===== src/rtl/mult_bist_ctrl.sv =====
// BIST initiator for the signed Booth multiplier: LFSR operand generation,
// start/busy handshake per pattern, MISR compaction and golden compare.
module mult_bist_ctrl #(
    parameter int                   WIDTH        = 4,
    parameter int                   NUM_PATTERNS = 15,
    parameter logic [2*WIDTH-1:0]   LFSR_SEED    = 8'hA5,
    parameter logic [2*WIDTH-1:0]   LFSR_TAPS    = 8'hB8,
    parameter logic [2*WIDTH-1:0]   MISR_TAPS    = 8'hB8,
    parameter logic [2*WIDTH-1:0]   GOLDEN_SIG   = 8'h00,
    parameter int                   TIMEOUT      = 32
) (
    input  logic                    clk,
    input  logic                    rst_n,
    input  logic                    test,
    output logic [WIDTH-1:0]        mul_a,
    output logic [WIDTH-1:0]        mul_b,
    output logic                    mul_start,
    input  logic                    mul_busy,
    input  logic [2*WIDTH-1:0]      mul_product,
    output logic                    busy,
    output logic                    done,
    output logic                    pass
);

    localparam int W2 = 2 * WIDTH;
    localparam int CW = (NUM_PATTERNS > 1) ? $clog2(NUM_PATTERNS) : 1;
    localparam int TW = $clog2(TIMEOUT + 1);
    localparam logic [W2-1:0] SEED_EFF = (LFSR_SEED == '0) ? W2'(1) : LFSR_SEED;

    typedef enum logic [2:0] {
        S_IDLE, S_SEED, S_LAUNCH, S_WAIT_HI, S_WAIT_LO, S_COMPACT, S_DONE
    } state_t;

    state_t          r_state, w_nxt;
    logic [W2-1:0]   r_lfsr, r_misr, r_prod;
    logic [CW-1:0]   r_cnt;
    logic [TW-1:0]   r_tmo;
    logic            r_tflag;
    logic [WIDTH-1:0] r_mul_a, r_mul_b;
    logic            r_mul_start, r_busy, r_done, r_pass;

    logic [W2-1:0]   w_misr_nxt, w_misr_step, w_lfsr_step;
    logic            w_tflag_nxt, w_tmo_hit, w_last, w_abort;

    always_comb begin
        w_nxt       = r_state;
        w_misr_nxt  = r_misr;
        w_tflag_nxt = r_tflag;
        w_misr_step = {r_misr[W2-2:0], ^(r_misr & MISR_TAPS)} ^ r_prod;
        w_lfsr_step = {r_lfsr[W2-2:0], ^(r_lfsr & LFSR_TAPS)};
        w_tmo_hit   = (r_tmo == TW'(TIMEOUT - 1));
        w_last      = (r_cnt == CW'(NUM_PATTERNS - 1));
        w_abort     = !test && (r_state != S_IDLE) && (r_state != S_DONE);
        if (w_abort) begin
            w_nxt = S_IDLE;
        end else begin
            case (r_state)
                S_IDLE:    if (test) w_nxt = S_SEED;
                S_SEED: begin
                    w_nxt       = S_LAUNCH;
                    w_misr_nxt  = '0;
                    w_tflag_nxt = 1'b0;
                end
                S_LAUNCH:  w_nxt = S_WAIT_HI;
                S_WAIT_HI: begin
                    if (mul_busy) begin
                        w_nxt = S_WAIT_LO;
                    end else if (w_tmo_hit) begin
                        w_nxt       = S_DONE;
                        w_tflag_nxt = 1'b1;
                    end
                end
                S_WAIT_LO: begin
                    if (!mul_busy) begin
                        w_nxt = S_COMPACT;
                    end else if (w_tmo_hit) begin
                        w_nxt       = S_DONE;
                        w_tflag_nxt = 1'b1;
                    end
                end
                S_COMPACT: begin
                    w_misr_nxt = w_misr_step;
                    w_nxt      = w_last ? S_DONE : S_LAUNCH;
                end
                S_DONE:    if (!test) w_nxt = S_IDLE;
                default:   w_nxt = S_IDLE;
            endcase
        end
    end

    always_ff @(posedge clk or negedge rst_n) begin
        if (!rst_n) r_state <= S_IDLE;
        else        r_state <= w_nxt;
    end

    // Status outputs are derived from the next state so they line up with it.
    always_ff @(posedge clk or negedge rst_n) begin
        if (!rst_n) begin
            r_lfsr      <= '0;
            r_misr      <= '0;
            r_prod      <= '0;
            r_cnt       <= '0;
            r_tmo       <= '0;
            r_tflag     <= 1'b0;
            r_mul_a     <= '0;
            r_mul_b     <= '0;
            r_mul_start <= 1'b0;
            r_busy      <= 1'b0;
            r_done      <= 1'b0;
            r_pass      <= 1'b0;
        end else begin
            r_misr      <= w_misr_nxt;
            r_tflag     <= w_tflag_nxt;
            r_mul_start <= (r_state == S_LAUNCH) && (w_nxt == S_WAIT_HI);
            r_busy      <= (w_nxt != S_IDLE) && (w_nxt != S_DONE);
            r_done      <= (w_nxt == S_DONE);
            r_pass      <= (w_nxt == S_DONE) && (w_misr_nxt == GOLDEN_SIG) && !w_tflag_nxt;
            case (r_state)
                S_SEED: begin
                    r_lfsr <= SEED_EFF;
                    r_cnt  <= '0;
                end
                S_LAUNCH: begin
                    r_mul_a <= r_lfsr[W2-1:WIDTH];
                    r_mul_b <= r_lfsr[WIDTH-1:0];
                    r_tmo   <= '0;
                end
                S_WAIT_HI: r_tmo <= mul_busy ? '0 : r_tmo + 1'b1;
                S_WAIT_LO: begin
                    if (!mul_busy) r_prod <= mul_product;
                    r_tmo <= r_tmo + 1'b1;
                end
                S_COMPACT: begin
                    r_lfsr <= w_lfsr_step;
                    if (!w_last) r_cnt <= r_cnt + 1'b1;
                end
                default: ;
            endcase
        end
    end

    assign mul_a     = r_mul_a;
    assign mul_b     = r_mul_b;
    assign mul_start = r_mul_start;
    assign busy      = r_busy;
    assign done      = r_done;
    assign pass      = r_pass;

endmodule

===== config.mk =====
export PLATFORM = sky130hd
export DESIGN_NAME = mult_bist_ctrl
export DESIGN_NICKNAME = d
export VERILOG_FILES = /design/src/rtl/mult_bist_ctrl.sv
export SDC_FILE = /design/constraint.sdc
export NUM_CORES = 1
export LEC_CHECK = 0
export CAP_MARGIN = 20
export CORE_MARGIN = 4
export CORE_UTILIZATION = 55
export DETAILED_ROUTE_END_ITERATION = 10
export GPL_ROUTABILITY_DRIVEN = 0
export PLACE_DENSITY = 0.77
export SYNTH_ARGS = -nofsm -noshare
export SYNTH_HDL_FRONTEND = slang
export SYNTH_SLANG_ARGS = --single-unit

===== constraint.sdc =====
create_clock -name clk -period 2.9 [get_ports clk]
set_input_delay 0.725 -clock clk [delete_from_list [all_inputs] [get_ports clk]]
set_output_delay 0.725 -clock clk [all_outputs]
set_load 0.02 [all_outputs]

Yosys cells after proc, flatten, opt, wreduce, memory -nomap -nowiden
Cells that the tools add are included.
Cells by class
  bitwise gates (word level): 2
  multiplexer cells: 20
  add/sub/neg operators: 2
  equal/unequal tests: 13
  reductions and logical operators: 18
Operators with widths (count)
  one-hot mux 8 bit (2 select lines): 2
  2-to-1 mux 3 bit: 7
  one-hot mux 3 bit (7 select lines): 1
  one-hot mux 6 bit (3 select lines): 1
  parity 8 bit: 2
  == test 3 bit, second input constant: 4
  == test 3 x 2 -> 1 bit, second input constant: 3
  nonzero test 3 bit: 3
  logical NOT 8 bit: 1
  2-to-1 mux 8 bit: 1
  one-hot mux 4 bit (2 select lines): 1
  bitwise XOR 8 bit: 1
  adder 6 x 1 -> 6 bit, second input constant: 1
  == test 6 x 5 -> 1 bit, second input constant: 1
  logical AND 1 bit: 6
  2-to-1 mux 6 bit: 1
  inequality test 3 bit, second input constant: 2
  adder 4 x 1 -> 4 bit, second input constant: 1
  == test 4 bit, second input constant: 1
  2-to-1 mux 1 bit: 4
  2-to-1 mux 4 bit: 1
  AND reduction 2 bit: 2
  == test 3 x 1 -> 1 bit, second input constant: 1
  logical NOT 3 bit: 1
  other kinds (5): 6
Word-level totals
  register bits after elaboration: 50
  input port bits: 12
  output and inout bits: 12

Depth between registers and ports, before layout
Gate-level depths: netlist of run 1.
  depth in word-level cells: 8
  gate-level depth with buffers: 7
  gate-level depth less buffers: 7

Worst setup path before layout of run 1
No wires, ideal clock.
  path type: input to register
  start point: in mul_busy
  end point: reg r_pass, in the netlist pass
  library setup time: 0.066 ns
  cell stages on the path: 6
  path buffers: 1
  data required time: 2.834 ns
  data arrival time: 1.908 ns
  setup slack: 0.925 ns
  path through: buf_6 -> inv_2 -> or4_4 -> a31o_1 -> nor3_2 -> and3_1
On the way
  longest elaborated chain between the ends: 6
RTL lines
  start, declared: line 18  | input logic mul_busy,
  2-to-1 mux 3 bit, on equally long branches: line 74, 66
  one-hot mux 3 bit (7 select lines): line 57  | case (r_state)
  2-to-1 mux 3 bit: line 54  | if (w_abort) begin
  == test 3 bit: line 117  | r_pass <= (w_nxt == S_DONE) && (w_misr_nxt == GOLDEN_SIG) && !w_tflag_nxt;
  logical AND 1 bit: line 117
  logical AND 1 bit (*): line 117
  end signal, assigned: line 117
  end, declared: line 40  | logic r_mul_start, r_busy, r_done, r_pass;
Every way passes the cells marked *; elsewhere a longest branch is shown, timed or not.
A chain may end at the register's enable or synchronous reset.

Final worst setup path of run 1
  start point: in test
  end point: reg r_pass, in the netlist pass
On the way
  longest elaborated chain between the ends: 7
RTL lines
  start, declared: line 14  | input logic test,
  branches (longest 6 deep; another with one-hot mux 3 bit (7 select lines))
  logical AND 1 bit (*): line 117
Every way passes the cells marked *.

==> flow_summary.toml, run 1 <==
[outcome]
status = "complete, no violations"

[setup_path]
startpoint = "test"
worstPathRequired_ns = 3.15
cp-end-kind = "register"
start_kind = "input pin"
worst-endpoint-arrival_ns = 2.45
critPathKind = "input pin to register"
crit_fanout = 9
regToRegStartpoint = "r_state[2]"

[synthesis]
synth_fp_nets = 251
ys_async_sr_fraction_pct = 100
avgSynthCellArea_um2 = 10.3
synth_cell_types = 46
syn_area_um2 = 2440
yosysWarningCount = 0
synthAdderAreaFrac_pct = 1.54
synth_ff_type = "dfrtp_1"
synth-seq-cells = 50
synth_top_family_by_area = "compound AO/OA/AOI/OAI gates"
synth-seq-area-share_pct = 51.3
synthTopCellsByArea = "dfrtp_1 (51%), mux2_2 (7.4%), o21ai_0 (3.9%)"
synth_compound_area_share_pct = 15.0
yosysTopAreaCellShare_pct = 51.3
synth_edf_count = 0
synth-simple-area-share_pct = 14.7
synthCells = 236
synth_top_cell_by_area = "dfrtp_1"
synthMuxAreaShare_pct = 7.38
synth_xor_area_share_pct = 6.30

[final_layout]
fill_cells = 337
fin_nets = 277
n_antenna_cell = 0
drive_above_1_share_pct = 14.8
synthToLayoutAreaGrowth_pct = 15.6
design_area_um2 = 2820
regArea_um2 = 1250
multiInputGateArea_um2 = 1100

[clock_tree]
post_cts_resized = 0
ctsHoldBuffers = 0
cts_sinks = 50
cts-root-buf = "clkbuf_8"
cts_tree = "yes"
post_cts_buffers = 0
clock_latency_ns = 0.31
clockBufferDepth = 2
htreeDepth = 2
cts_buffers = 5
path_clk_slew_ns = 0.09

[placement]
place_hpwl_um = 3350
dpl_cell_area_um2 = 2730
io_buffers = 23

[power]
powerDensity_nw_per_um2 = 596
leakagePower_nw = 1.18
ir_drop_v = 0.000542

[sta]
final_hold_viol_count = 0
fmax_mhz = 453
final.min_clock_period_ns = 2.21
setup_viol = 0
fin_skew_ns = 0.00862
fin_crit_sh_pct = 76.1
worst_slew_pin_slew_ns = 0.691
rsz0062_at_grt = "no"
slew_violations = 0
fin_tns_setup_ns = 0
slew_headroom_pct = 53.9

[detailed_routing]
ant_nets = 0
drc = 0
vias_per_cell = 5.83
dr.first_iter.drc_count = 86
drt_wl_total_um = 4700
wl_per_cell_um = 15.0
firstDrtPassIters = 4
dr_total_vias = 1825

[grt]
grt_pass1_vias = 1743
grt_max_degree = 40
grt_usage_pct = 18.8
grt_antenna_before_repair = 0
grt_overflow = 0
grt_pass1_wl_um = 8120

[floorplanning]
die_area_um2 = 5570
dieWidth_um = 74.6
die_h_um = 74.6
initial_core_util_pct = 58.9
coreArea_um2 = 4140
pin_count = 24
rows = 23

[hold_path]
hp-class = "input pin to asynchronous set/reset pin"

[run]
drv_cap = 0
placed cells by master, fill, tap and decap left out, types with 2 or more instances in the layout:
master	n
o41ai_1	3
nor3_2	2
nor2_1	13
clkdlybuf4s50_1	22
xnor2_1	6
inv_1	10
a2bb2oi_1	2
nor3_1	5
a21oi_1	9
mux2_2	16
a32oi_1	2
nor2b_1	2
and3_1	2
nand2_1	25
ha_1	3
buf_4	7
nor3b_1	2
o221ai_1	3
dfrtp_1	50
o21a_1	2
nand2b_1	2
nand3_1	13
o21ai_0	19
a31oi_1	4
clkbuf_8	5
nand3b_1	2
o31ai_1	2
xor2_1	9
clkinvlp_4	2
synthesized netlist by cell type, drive strengths merged, types with 3 or more instances:
library cell   n
a21oi          9
nand3         13
inv           11
xor2           9
xnor2          6
nor2          13
o21ai         19
o221ai         3
o41ai          3
mux2          16
buf            5
ha             3
nand2         25
clkbuf         6
nor3           7
a31oi          4
dfrtp         50
cell families after synthesis:
group / after synthesis
simple gates: 73
compound gates: 56
flops: 50
buf+inv: 22
xor+xnor: 16
mux: 16
fa+ha+maj: 3
through the flow:
step	utilization (%)	hold slack (ns)	setup slack [ns]	instances	total power, mW
final	68.1	0.281	0.694	313	1.68
after floorplan	-	0.429	0.925	236	1.14
after CTS	68.1	0.288	0.721	313	1.70
after global placement	65.9	0.489	0.446	305	1.27
after detailed placement	65.9	0.493	0.407	305	1.28
after global routing	68.1	0.291	0.626	313	1.78
path summary, 6_finish.rpt:
check / to / slack (ns) / cells past startpoint
min in group clk: mul_a[2] / 0.51 / 1
hold reg to reg: mul_a[2] / 0.51 / 1
hold / removal: r_cnt[2] / 0.28 / 1
max in group asynchronous: r_misr[4] / 1.86 / 2
setup / recovery: pass / 0.69 / 7
setup reg to reg: pass / 0.76 / 5
per-layer routing:
metal	part of all wire [%]	global-route usage, %	up-vias
met5	0	0	-
met4	1.7	6.52	0
met3	5.4	4.01	10
met2	46	28.6	52
met1	47	27.0	874
li1	-	-	889
sequential cells by signal, summed over array words and instances (netlist names), 3 cells and up:
name / cells
r_lfsr: 8
r_misr: 8
r_prod: 8
r_tmo: 6
mul_a: 4
mul_b: 4
r_cnt: 4
r_state: 3
final cells by class:
type                            instances  area share [%]
Multi-Input combinational cell        164            38.9
Sequential cell                        50            44.3
Clock buffer                            5            2.44
Inverter                               11            1.46
Timing Repair Buffer                   30            9.84
Clock inverter                          3           0.842
Tap cell                               50            2.22
power by group:
part | leakage [nW] | total [mW] | internal, mW | switching (mW)
logic | 0.500 | 0.383 | 0.197 | 0.186
registers | 0.635 | 0.881 | 0.791 | 0.0892
clock network | 0.0408 | 0.418 | 0.173 | 0.245
total | 1.18 | 1.68 | 1.16 | 0.520
worst max-delay path, cell delays in order:
cell and delay [ns]:
clkdlybuf4s50_1 0.64, nand3b_1 0.28, buf_4 0.26, o41ai_1 0.07, o21ai_0 0.16, nor3_1 0.15
and3_1 0.17
Power figures use the tool's default switching activity.
==> inputs of run 2 (changes only) <==
==> constraint.sdc (replaced) <==
create_clock -name clk -period 2.14 [get_ports clk]
set_input_delay 0.535 -clock clk [delete_from_list [all_inputs] [get_ports clk]]
set_output_delay 0.535 -clock clk [all_outputs]
set_load 0.02 [all_outputs]
==> flow_summary.toml, run 2 (synthesis gave the netlist of run 1 again) <==
[grt]
use_met2_pct = 30.9
top_usage_layer = "met2"
grt_max_degree = 42
grt_pass1_wl_um = 8130
met1_usage_pct = 25.5
grt_antenna_before_repair = 0
grt_usage_pct = 19.2
grt_pass1_vias = 1789
global_route.usage.met3_pct = 5.07
grt_overflow = 0

[clock_tree]
cts_sinks = 50
post_cts_resized = 0
cts_buffers = 5
htreeDepth = 2
cts-root-buf = "clkbuf_8"
cts_tree = "yes"
post_cts_buffers = 0
clock_latency_ns = 0.30
path_clk_slew_ns = 0.09
ctsHoldBuffers = 0
clockBufferDepth = 2

[setup_path]
crit_fanout = 14
startpoint = "r_state[2]"
reg2reg_slack_ns = 0.15
worstPathRequired_ns = 2.34
cp-end-kind = "register"
ff2ff_path_depth = 7
crit_end = "pass"
critPathKind = "register to register"
reg2reg_to = "pass"
regToRegStartpoint = "r_state[2]"
worst-endpoint-arrival_ns = 2.19
start_kind = "register"

[sta]
final_hold_viol_count = 0
hold_slack_ns = 0.0835
fin_tns_setup_ns = 0
fmax_mhz = 503
rsz0062_at_grt = "no"
setup_viol = 0
fin_skew_ns = 0.00326
fin_crit_sh_pct = 92.8
final.min_clock_period_ns = 1.99
slew_violations = 0
slew_headroom_pct = 69.4
worst_slew_pin_slew_ns = 0.458

[floorplanning]
die_area_um2 = 5570
coreArea_um2 = 4140
pin_count = 24
rows = 23
die_h_um = 74.6
initial_core_util_pct = 58.9
dieWidth_um = 74.6

[final_layout]
mostFrequentLayoutCells = "dfrtp_1 (50), nand2_1 (25), clkdlybuf4s50_1 (22)"
largest_registers = "r_lfsr: 8 flops, r_misr: 8 flops, r_prod: 8 flops"
n_antenna_cell = 0
fin_nets = 289
final_common_cell = "dfrtp_1"
final_util_pct = 71.0
design_area_um2 = 2940
synthToLayoutAreaGrowth_pct = 20.6
drive_above_1_share_pct = 18.2

[detailed_routing]
firstDrtPassIters = 4
drt_wl_total_um = 4840
dr_total_vias = 1873
wl_per_cell_um = 14.9
dr.first_iter.drc_count = 135
drc = 0
vias_per_cell = 5.76
ant_nets = 0

[placement]
place_hpwl_um = 3550
io_buffers = 23
dpl_cell_area_um2 = 2830

[power]
power_mw = 2.41
ir_drop_v = 0.000409
leakagePower_nw = 1.25
powerDensity_nw_per_um2 = 818

[run]
drv_cap = 0

[outcome]
status = "complete, no violations"

[hold_path]
hp-class = "input pin to asynchronous set/reset pin"
==> run 2: how the worst min path moves through the flow <==
stage,start,endpoint,slack (ns),cells after the start
global placement,rst_n,r_cnt[2],0.42,1
CTS,rst_n,r_tmo[1],0.09,1
finish,rst_n,r_tmo[1],0.08,1
global route,rst_n,r_tmo[1],0.09,1
floorplan,rst_n,busy,0.24,0
detailed placement,rst_n,r_cnt[2],0.42,1
==> run 2: routing by layer <==
layer  part of all wire [%]  up-vias
li1                       -      912
met1                     46      913
met2                     48       43
met3                    5.2        5
met4                   0.91        0
met5                      0        -
==> run 2: cell type report <==
| type | instances | area (µm²) |
|---|---|---|
| fillers | 329 | 1200 |
| multi-input cells | 164 | 1100 |
| clock buffers | 6 | 72.6 |
| repair buffers | 42 | 380 |
| inverters | 11 | 41.3 |
| flip-flops and latches | 50 | 1250 |
| well taps | 50 | 62.6 |
| clock inverters | 2 | 37.5 |
==> run 2: worst max-delay path, cell delays in order (launching register included) <==
cell and delay (ns):
dfrtp_1 0.55, buf_4 0.24, inv_1 0.17, nand2_1 0.18, o41ai_1 0.36, buf_4 0.19, nor3_2 0.04, and3_1 0.14
==> run 2: where the power goes <==
part | internal [mW] | switching [mW]
clock network | 0.349 | 0.310
logic | 0.293 | 0.273
registers | 1.07 | 0.108
==> run 2: through the flow <==
step | cells | setup WS, ns
after detailed placement | 317 | -0.139
final | 325 | 0.154
after global placement | 317 | -0.0953
after floorplan | 236 | 0.355
after CTS | 325 | 0.192
after global routing | 325 | 0.0861
